===== config.mk =====
export PLATFORM = sky130hd
export DESIGN_NAME = store_monitor
export DESIGN_NICKNAME = d
export VERILOG_FILES = /design/src/rtl/store_monitor_pkg.sv /design/src/rtl/store_log_fifo.sv /design/src/rtl/store_monitor.sv
export SDC_FILE = /design/constraint.sdc
export NUM_CORES = 1
export LEC_CHECK = 0
export ABC_AREA = 1
export BUFFER_PORTS_ARGS = -buffer_cell sky130_fd_sc_hd__buf_2
export CAP_MARGIN = 20
export CELL_PAD_IN_SITES_DETAIL_PLACEMENT = 0
export CELL_PAD_IN_SITES_GLOBAL_PLACEMENT = 1
export CORE_MARGIN = 10
export CORE_UTILIZATION = 53
export CTS_CLUSTER_SIZE = 10
export DETAILED_ROUTE_END_ITERATION = 8
export GPL_TIMING_DRIVEN = 0
export PLACE_DENSITY_LB_ADDON = 0.3
export SLEW_MARGIN = 20
export SYNTH_ARGS = -nofsm -noshare
export SYNTH_HDL_FRONTEND = slang
export SYNTH_SLANG_ARGS = --single-unit

===== constraint.sdc =====
create_clock -name clk -period 11.85 [get_ports clk]
set_input_delay 2.37 -clock clk [delete_from_list [all_inputs] [get_ports clk]]
set_output_delay 2.37 -clock clk [all_outputs]
set_load 0.02 [all_outputs]

===== src/rtl/store_monitor_pkg.sv =====
// store_monitor_pkg: shared state, verdict and log-entry types for the store monitor
package store_monitor_pkg;
  localparam int STORE_W = 32;
  typedef enum logic [1:0] {RUN, PASS, FAIL} state_t;
  typedef enum logic [1:0] {FC_NONE, FC_DATA, FC_TIMEOUT, FC_XBUS} fail_code_t;
  typedef struct packed {
    logic [STORE_W-1:0] addr;
    logic [STORE_W-1:0] data;
  } store_t;
endpackage


===== src/rtl/store_log_fifo.sv =====
// store_log_fifo: show-ahead FIFO of store entries with true occupancy count; the head holds its last value when empty
module store_log_fifo
  import store_monitor_pkg::*;
#(
  parameter int DEPTH = 8,
  parameter type T = store_t
) (
  input  logic                    clk,
  input  logic                    reset,
  input  logic                    push,
  input  logic                    pop,
  input  T                        din,
  output T                        dout,
  output logic [$clog2(DEPTH):0]  count,
  output logic                    full,
  output logic                    empty
);
  localparam int AW = $clog2(DEPTH);
  T mem [DEPTH];
  T last;
  logic [AW-1:0] wp, rp;
  logic do_push, do_pop;
  assign empty = count == '0;
  assign full = count == (AW+1)'(DEPTH);
  assign do_pop = pop && !empty;
  assign do_push = push && (!full || do_pop);
  assign dout = empty ? last : mem[rp];
  always_ff @(posedge clk)
    if (do_push) mem[wp] <= din;
  always_ff @(posedge clk or negedge reset)
    if (!reset) begin
      wp <= '0;
      rp <= '0;
      count <= '0;
      last <= '0;
    end else begin
      wp <= wp + AW'(do_push);
      rp <= rp + AW'(do_pop);
      count <= count + (AW+1)'(do_push) - (AW+1)'(do_pop);
      last <= empty ? last : mem[rp];
    end
endmodule


===== src/rtl/store_monitor.sv =====
// store_monitor: logs core stores, detects the pass signature or timeout; optional X-check via STORE_MONITOR_XCHECK_EN
module store_monitor
  import store_monitor_pkg::*;
#(
  parameter int WIDTH     = 32,
  parameter int DEPTH     = 8,
  parameter int PASS_ADDR = 84,
  parameter int PASS_DATA = 7,
  parameter int TIMEOUT   = 1024
) (
  input  logic                    clk,
  input  logic                    reset,
  input  logic                    memwrite,
  input  logic [WIDTH-1:0]        dataadr,
  input  logic [WIDTH-1:0]        writedata,
  input  logic                    rd_en,
  output logic                    rd_valid,
  output logic [WIDTH-1:0]        rd_addr,
  output logic [WIDTH-1:0]        rd_data,
  output logic [$clog2(DEPTH):0]  count,
  output logic                    overflow,
  output logic                    done,
  output logic                    pass,
  output logic [1:0]              fail_code,
  output logic [31:0]             cycles
);
  typedef struct packed {
    logic [WIDTH-1:0] addr;
    logic [WIDTH-1:0] data;
  } entry_t;
  state_t state, state_n;
  fail_code_t fc, fc_n;
  entry_t head;
  logic full, empty, xbad, sig, push;
`ifdef STORE_MONITOR_XCHECK_EN
  assign xbad = $isunknown(memwrite) || (memwrite === 1'b1 && $isunknown({dataadr, writedata}));
  always_ff @(posedge clk)
    if (reset && state == RUN && xbad) $error("store_monitor: X on store bus at cycle %0d", cycles);
`else
  assign xbad = 1'b0;
`endif
  assign sig = memwrite && dataadr == WIDTH'(PASS_ADDR);
  assign push = state == RUN && memwrite && !xbad;
  always_comb begin
    state_n = state;
    fc_n = fc;
    if (state == RUN) begin
      fc_n = xbad ? FC_XBUS :
             sig && writedata != WIDTH'(PASS_DATA) ? FC_DATA :
             !sig && cycles == 32'(TIMEOUT - 1) ? FC_TIMEOUT : FC_NONE;
      state_n = fc_n != FC_NONE ? FAIL : sig ? PASS : RUN;
    end
  end
  always_ff @(posedge clk or negedge reset)
    if (!reset) begin
      state <= RUN;
      fc <= FC_NONE;
      cycles <= '0;
      overflow <= 1'b0;
    end else begin
      state <= state_n;
      fc <= fc_n;
      cycles <= state == RUN ? cycles + 32'd1 : cycles;
      overflow <= overflow | (push && full && !rd_en);
    end
  store_log_fifo #(.DEPTH(DEPTH), .T(entry_t)) u_log (
    .clk   (clk),
    .reset (reset),
    .push  (push),
    .pop   (rd_en),
    .din   ('{addr: dataadr, data: writedata}),
    .dout  (head),
    .count (count),
    .full  (full),
    .empty (empty)
  );
  assign rd_valid = !empty;
  assign rd_addr = head.addr;
  assign rd_data = head.data;
  assign done = state != RUN;
  assign pass = state == PASS;
  assign fail_code = fc;
endmodule


======== Word level (Yosys, flattened, before mapping) ========
Memories as Yosys holds them, arrays and structs flattened.
Index checks and enable logic that the tools add are counted.
word-level totals
  register bits ........................... 111
  bits in writable memories ............... 512
  input port bits ......................... 68
  output and inout port bits .............. 106
  word-level logic and storage cells ...... 45
  memories kept ........................... 1
operators by class
  add/subtract/negate cells ............... 5
  equal/unequal tests ..................... 5
  multiplexer cells ....................... 7
  bitwise gates (word level) .............. 1
  reductions and logical operators ........ 17
memories
  name       depth  bits a word  rd ports  clocked after Yosys merged registers in  write ports  RTL line              text
  u_log.mem  8      64           1         0                                        1            store_log_fifo.sv:19  T mem [DEPTH];
operator list
  operator               count
  $mux 64                1
  $add 32x1->32 const B  1
  $eq 32x10->1 const B   1
  $eq 32x7->1 const B    1
  $ne 32x3->1 const B    1
  $logic_and 1x1->1      8
  $add 3x1->3            2
  $mux 2                 3
  $add 4x1->4            1
  $eq 4x4->1 const B     1
  $logic_not 1->1        4
  $logic_not 4->1        1
  $reduce_bool 2->1      2
  $sub 4x1->4            1
  $mux 1                 3
  $eq 2x1->1 const B     1
  $logic_not 2->1        1
  $logic_or 1x1->1       1
  $or 1x1->1             1

======== Logic depth before layout (Yosys ltp) ========
  depth in word-level cells ............... 8
  gate-level depth with buffers ........... 11
  depth with buffers taken out ............ 11

======== Cells and area by module ========
A second synthesis with hierarchy kept.
unflattened totals
  cells, all modules ...................... 2610
  area total of the unflattened synthesis .. 26917.1 µm²
modules (own cells, without submodules)
  module          times used  cells an instance  area an instance (µm²)  sequential area each (µm²)
  store_log_fifo  1           2291               24578.6                 17226.5
  store_monitor   1           319                2338.5                  925.9

======== Least setup slack after synthesis ========
Ideal clock, no wire load.
  path type ............................... input to register
  from .................................... input rd_en
  to ...................................... memory u_log.mem[0][0] (netlist bit), enable pin
  library setup time ...................... 0.486 ns
  arrival time ............................ 5.568 ns
  required time ........................... 11.364 ns
  setup slack ............................. 5.796 ns
  cell stages on the path ................. 6
  path buffers ............................ 0
  path through ............................ nand2_1 -> inv_1 -> nor2_1 -> nor3_2 -> nand2_1 -> nor2_1
between the ends
  longest elaborated chain between the ends .. 5
ends and longest elaborated chain
  what                          RTL line              text
  from (decl)                   store_monitor.sv:16   input logic rd_en,
  $logic_and 1x1->1             store_log_fifo.sv:25  assign do_pop = pop && !empty;
  $logic_or 1x1->1              store_log_fifo.sv:26  assign do_push = push && (!full || do_pop);
  $logic_and 1x1->1             store_log_fifo.sv:26
  $mux 1                        store_log_fifo.sv:29  if (do_push) mem[wp] <= din;
  $mux 1 (not written as such)  store_log_fifo.sv:29
  to (decl)                     store_log_fifo.sv:19
No other way between the ends.

======== Final worst setup path ========
  from .................................... register u_log.count[2]
  to ...................................... output rd_addr[14]
between the ends
  longest elaborated chain between the ends .. 2
ends and longest elaborated chain
  what                    RTL line              text
  from (decl)             store_log_fifo.sv:14  output logic [$clog2(DEPTH):0] count,
  from (signal assigned)  store_log_fifo.sv:39  count <= count + (AW+1)'(do_push) - (AW+1)'(do_pop);
  $logic_not 4->1         store_log_fifo.sv:23  assign empty = count == '0;
  $mux 64                 store_log_fifo.sv:27  assign dout = empty ? last : mem[rp];
  to (decl)               store_monitor.sv:18   output logic [WIDTH-1:0] rd_addr,
No other way between the ends.

==> metrics.md <==
| Metric | Value |
|---|---|
| Result of the run | `finished, final reports clean` |
| Quantity of hold-fixing buffers added after cts | `0` |
| Net count after synthesis | `2,097` |
| P per Cell Area | `239 mW/mm²` |
| Clk root buf | `sky130_fd_sc_hd__clkbuf_16` |
| Total clock sinks | `623` |
| Asr flop ratio synth | `17.8%` |
| Unrepaired setup endpoints after global routing | `no` |
| Setup tns final | `0 ns` |
| X dimension of the die | `237 µm` |
| CTS clock-pin slew for the worst setup and hold paths | `0.05 ns` |
| Library cells used by synthesis | `33` |
| Reg2Reg Launch Point | `u_log.count[2]` |
| WHS Endpoint | `u_log.last[63]` |
| Yosys warns | `0` |
| Cell Area, Synth | `0.0249 mm²` |
| Final worst path period share | `48.1%` |
| WL final | `65.6 mm` |
| Number of buffer cells added on primary ports | `173` |
| TritonCTS clock tree | `built` |
| Maximum number of buffers from clock root to sink | `3` |
| Initial drt markers | `1,709` |
| Xor and xnor fraction of the mapped netlist area | `0.986%` |
| Final setup vio count | `0` |
| Initial Util | `53.5%` |
| Data required time of the critical path | `9.48 ns` |
| Flip-flop cell with the highest count after synthesis | `sky130_fd_sc_hd__edfxtp_1` |
| Number of vias after detailed routing | `16,800` |
| Critical path fanouts, max | `10` |
| Endpoint of the lowest-slack register-to-register path | `u_log.mem[2][22]` |
| Dominant combinational cell family by area after synthesis | `simple AND/OR/NAND/NOR gates` |
| Area fraction in compound gates after synthesis | `10.4%` |
| Min Clock Period, post-route | `5.70 ns` |
| Total of cells resized after clock tree synthesis | `0` |
| Synthesized netlist cell count | `2,018` |
| Number of endpoints with negative hold slack in the final report | `0` |
| H-tree depth reported by CTS | `3` |
| Final max-slew violation count | `0` |
| Pin count of the biggest net entering global routing | `60` |
| Number of primary I/O pins | `174` |
| Max frequency | `0.176 GHz` |
| Layout area overhead | `18.2%` |
| Antenna violations before repair | `8` |
| Fraction of layout cells with a size suffix above 1 | `14.6%` |
| Number of global-route vias before repair | `16,700` |
| Placer congestion estimate | `0.837` |
| Multiplexer fraction of the synthesized cell area | `0%` |
| Remaining Overflow, GRT | `0` |
| DIE AREA | `0.0560 mm²` |
| Worst R2R Setup Slack | `8.37 ns` |
| Post-CTS Setup Bufs | `0` |
| Count of flip-flops with a built-in enable after synthesis | `512` |
| Endpoint kind of the worst setup timing path | `output port` |
| Hold path startpoint | `u_log.last[63]` |
| Post-synthesis share of cell area spent on full adders, half adders and majority gates | `0.583%` |
| Count of cells along the worst hold path | `2` |
| Simple logic cell fraction of the synthesized area | `11.1%` |
| Mean instance size in the synthesized netlist | `12.3 µm²` |
| DRC Markers | `0` |
| Hold Crit Class | `register to register` |
| Layout Skew | `0.0185 ns` |
| FF-to-FF path depth | `12` |
| Maxcap violations | `0` |
| Worst voltage drop across the vdd grid | `0.000167 V` |
| Post-synthesis sequential area ratio | `73.0%` |
| Post-DR wirelength/cell | `22.2 µm` |
| Number of buffers created by CTS | `72` |
| Nets | `2,370` |
| Die Height | `237 µm` |
| Via-to-Cell Ratio | `5.68` |
| Remaining max-slew budget at the tightest pin | `44.4%` |
| Insertion delay of the later-clocked pin in the worst-skew pair | `0.60 ns` |
| Core area | `0.0465 mm²` |
| HPWL after detailed placement | `43.4 mm` |
| Arr. time, crit path | `3.33 ns` |
| Number of detailed-routing iterations run before antenna repair | `5` |
| Lkg Pwr | `10.9 nW` |
| Kind of critical path | `register to output port` |
| Placement Rows | `79` |
| Overall Power | `7.03 mW` |
| GRT Resource Usage Total | `23.0%` |
| Post-route ant nets | `0` |
| First-pass GRT wire length | `99.5 mm` |
| Sort of element at the start of the critical path | `register` |
| Worst slew pin tran | `0.834 ns` |
| Count of state elements after synthesis | `623` |
==> critical path: stages (launching register included) <==
cell	delay, ns
sky130_fd_sc_hd__dfrtp_1	0.34
sky130_fd_sc_hd__inv_1	0.08
sky130_fd_sc_hd__ha_1	0.19
sky130_fd_sc_hd__nand2_1	0.21
sky130_fd_sc_hd__clkbuf_1	0.67
sky130_fd_sc_hd__clkbuf_1	0.63
sky130_fd_sc_hd__nand3_1	0.27
sky130_fd_sc_hd__nand2_1	0.16
sky130_fd_sc_hd__buf_2	0.18
==> flip-flops by register name, summed over array words and instances (netlist names), 2 cells and up <==
register	cells
cycles	32
u_log.last	64
state	2
u_log.rp	3
fail_code	2
u_log.wp	3
u_log.mem	512
u_log.count	4
==> through the flow <==
| step | hold slack [ns] | setup slack (ns) | util [%] | cells | instance area, µm² |
|---|---|---|---|---|---|
| after floorplan | 0.480 | 5.80 | - | 2018 | 24900 |
| after global placement | 0.447 | 2.79 | 57.0 | 2798 | 26500 |
| after detailed placement | 0.460 | 6.81 | 58.6 | 2824 | 27200 |
| after CTS | 0.474 | 6.23 | 63.3 | 2956 | 29400 |
| after global routing | 0.491 | 6.07 | 63.3 | 2959 | 29400 |
| final | 0.471 | 6.15 | 63.3 | 2961 | 29400 |
==> power by group <==
part	internal (mW)	switching, mW	total (mW)
Clock	1.21	0.821	2.03
Sequential	2.51	0.0407	2.55
Combinational	0.696	1.76	2.45
Total	4.42	2.62	7.03
==> cell usage after synthesis, types with 9 or more instances <==
library cell,number,area [µm²]
sky130_fd_sc_hd__a21oi_1,65,325
sky130_fd_sc_hd__buf_1,9,33.8
sky130_fd_sc_hd__buf_2,20,100
sky130_fd_sc_hd__buf_4,15,113
sky130_fd_sc_hd__clkbuf_1,60,225
sky130_fd_sc_hd__dfrtp_1,111,2780
sky130_fd_sc_hd__edfxtp_1,512,15400
sky130_fd_sc_hd__ha_1,10,125
sky130_fd_sc_hd__inv_1,112,420
sky130_fd_sc_hd__nand2_1,216,811
sky130_fd_sc_hd__nand3_1,84,420
sky130_fd_sc_hd__nand4_1,15,93.8
sky130_fd_sc_hd__nor2_1,343,1290
sky130_fd_sc_hd__o211ai_1,128,961
sky130_fd_sc_hd__o21ai_0,216,1080
sky130_fd_sc_hd__o21ai_1,41,205
sky130_fd_sc_hd__xnor2_1,14,123
sky130_fd_sc_hd__xor2_1,14,123
==> worst max-delay path by stage <==
stage	startpoint	to	slack (ns)	cells after the start
floorplan	rd_en	u_log.mem[0][0]	5.80	6
global placement	rd_en	u_log.mem[3][27]	2.79	7
detailed placement	rd_en	u_log.mem[2][30]	6.81	10
CTS	u_log.count[2]	rd_addr[21]	6.23	8
global route	u_log.count[2]	rd_addr[14]	6.07	8
finish	u_log.count[2]	rd_addr[14]	6.15	8
==> kinds of logic (layout without fill, tap and decap cells) <==
| family | Yosys count | in the layout |
|---|---|---|
| and+or+nand+nor | 678 | 678 |
| DFF | 623 | 623 |
| AOI/OAI and AO/OA | 451 | 451 |
| buffers and inverters | 227 | 558 |
| xor gates and xnor gates | 28 | 28 |
| adders and majority gates | 11 | 11 |
| other | 0 | 5 |
==> layout by cell type, fill, tap and decap left out, types with 10 or more instances in the layout <==
cell,count
sky130_fd_sc_hd__clkbuf_1,112
sky130_fd_sc_hd__ha_1,10
sky130_fd_sc_hd__xnor2_1,14
sky130_fd_sc_hd__nand3_1,84
sky130_fd_sc_hd__xor2_1,14
sky130_fd_sc_hd__o211ai_1,128
sky130_fd_sc_hd__buf_2,192
sky130_fd_sc_hd__inv_1,112
sky130_fd_sc_hd__nor2_1,335
sky130_fd_sc_hd__a21oi_1,65
sky130_fd_sc_hd__nand4_1,15
sky130_fd_sc_hd__o21ai_0,216
sky130_fd_sc_hd__dfrtp_1,111
sky130_fd_sc_hd__edfxtp_1,512
sky130_fd_sc_hd__buf_4,15
sky130_fd_sc_hd__o21ai_1,41
sky130_fd_sc_hd__clkbuf_16,77
sky130_fd_sc_hd__buf_16,19
sky130_fd_sc_hd__nand2_1,216
==> layout make-up <==
cell class,count,area (µm²)
clock inverters,2,17.5
clock buffers,130,2140
multi-input cells,1168,5780
fillers,3514,17100
flip-flops and latches,623,18200
well taps,607,759
repair buffers,199,1540
diodes,5,12.5
plain buffers,112,566
inverters,115,434
==> metal layers <==
metal | vias to the layer above | share of wire [%] | GRT usage (%)
li1 | 7732 | - | -
met1 | 8243 | 40 | 29.3
met2 | 719 | 49 | 38.3
met3 | 123 | 8.6 | 5.38
met4 | 8 | 2.2 | 7.08
met5 | - | 0.067 | 0
(Power assumes the default switching activity.)
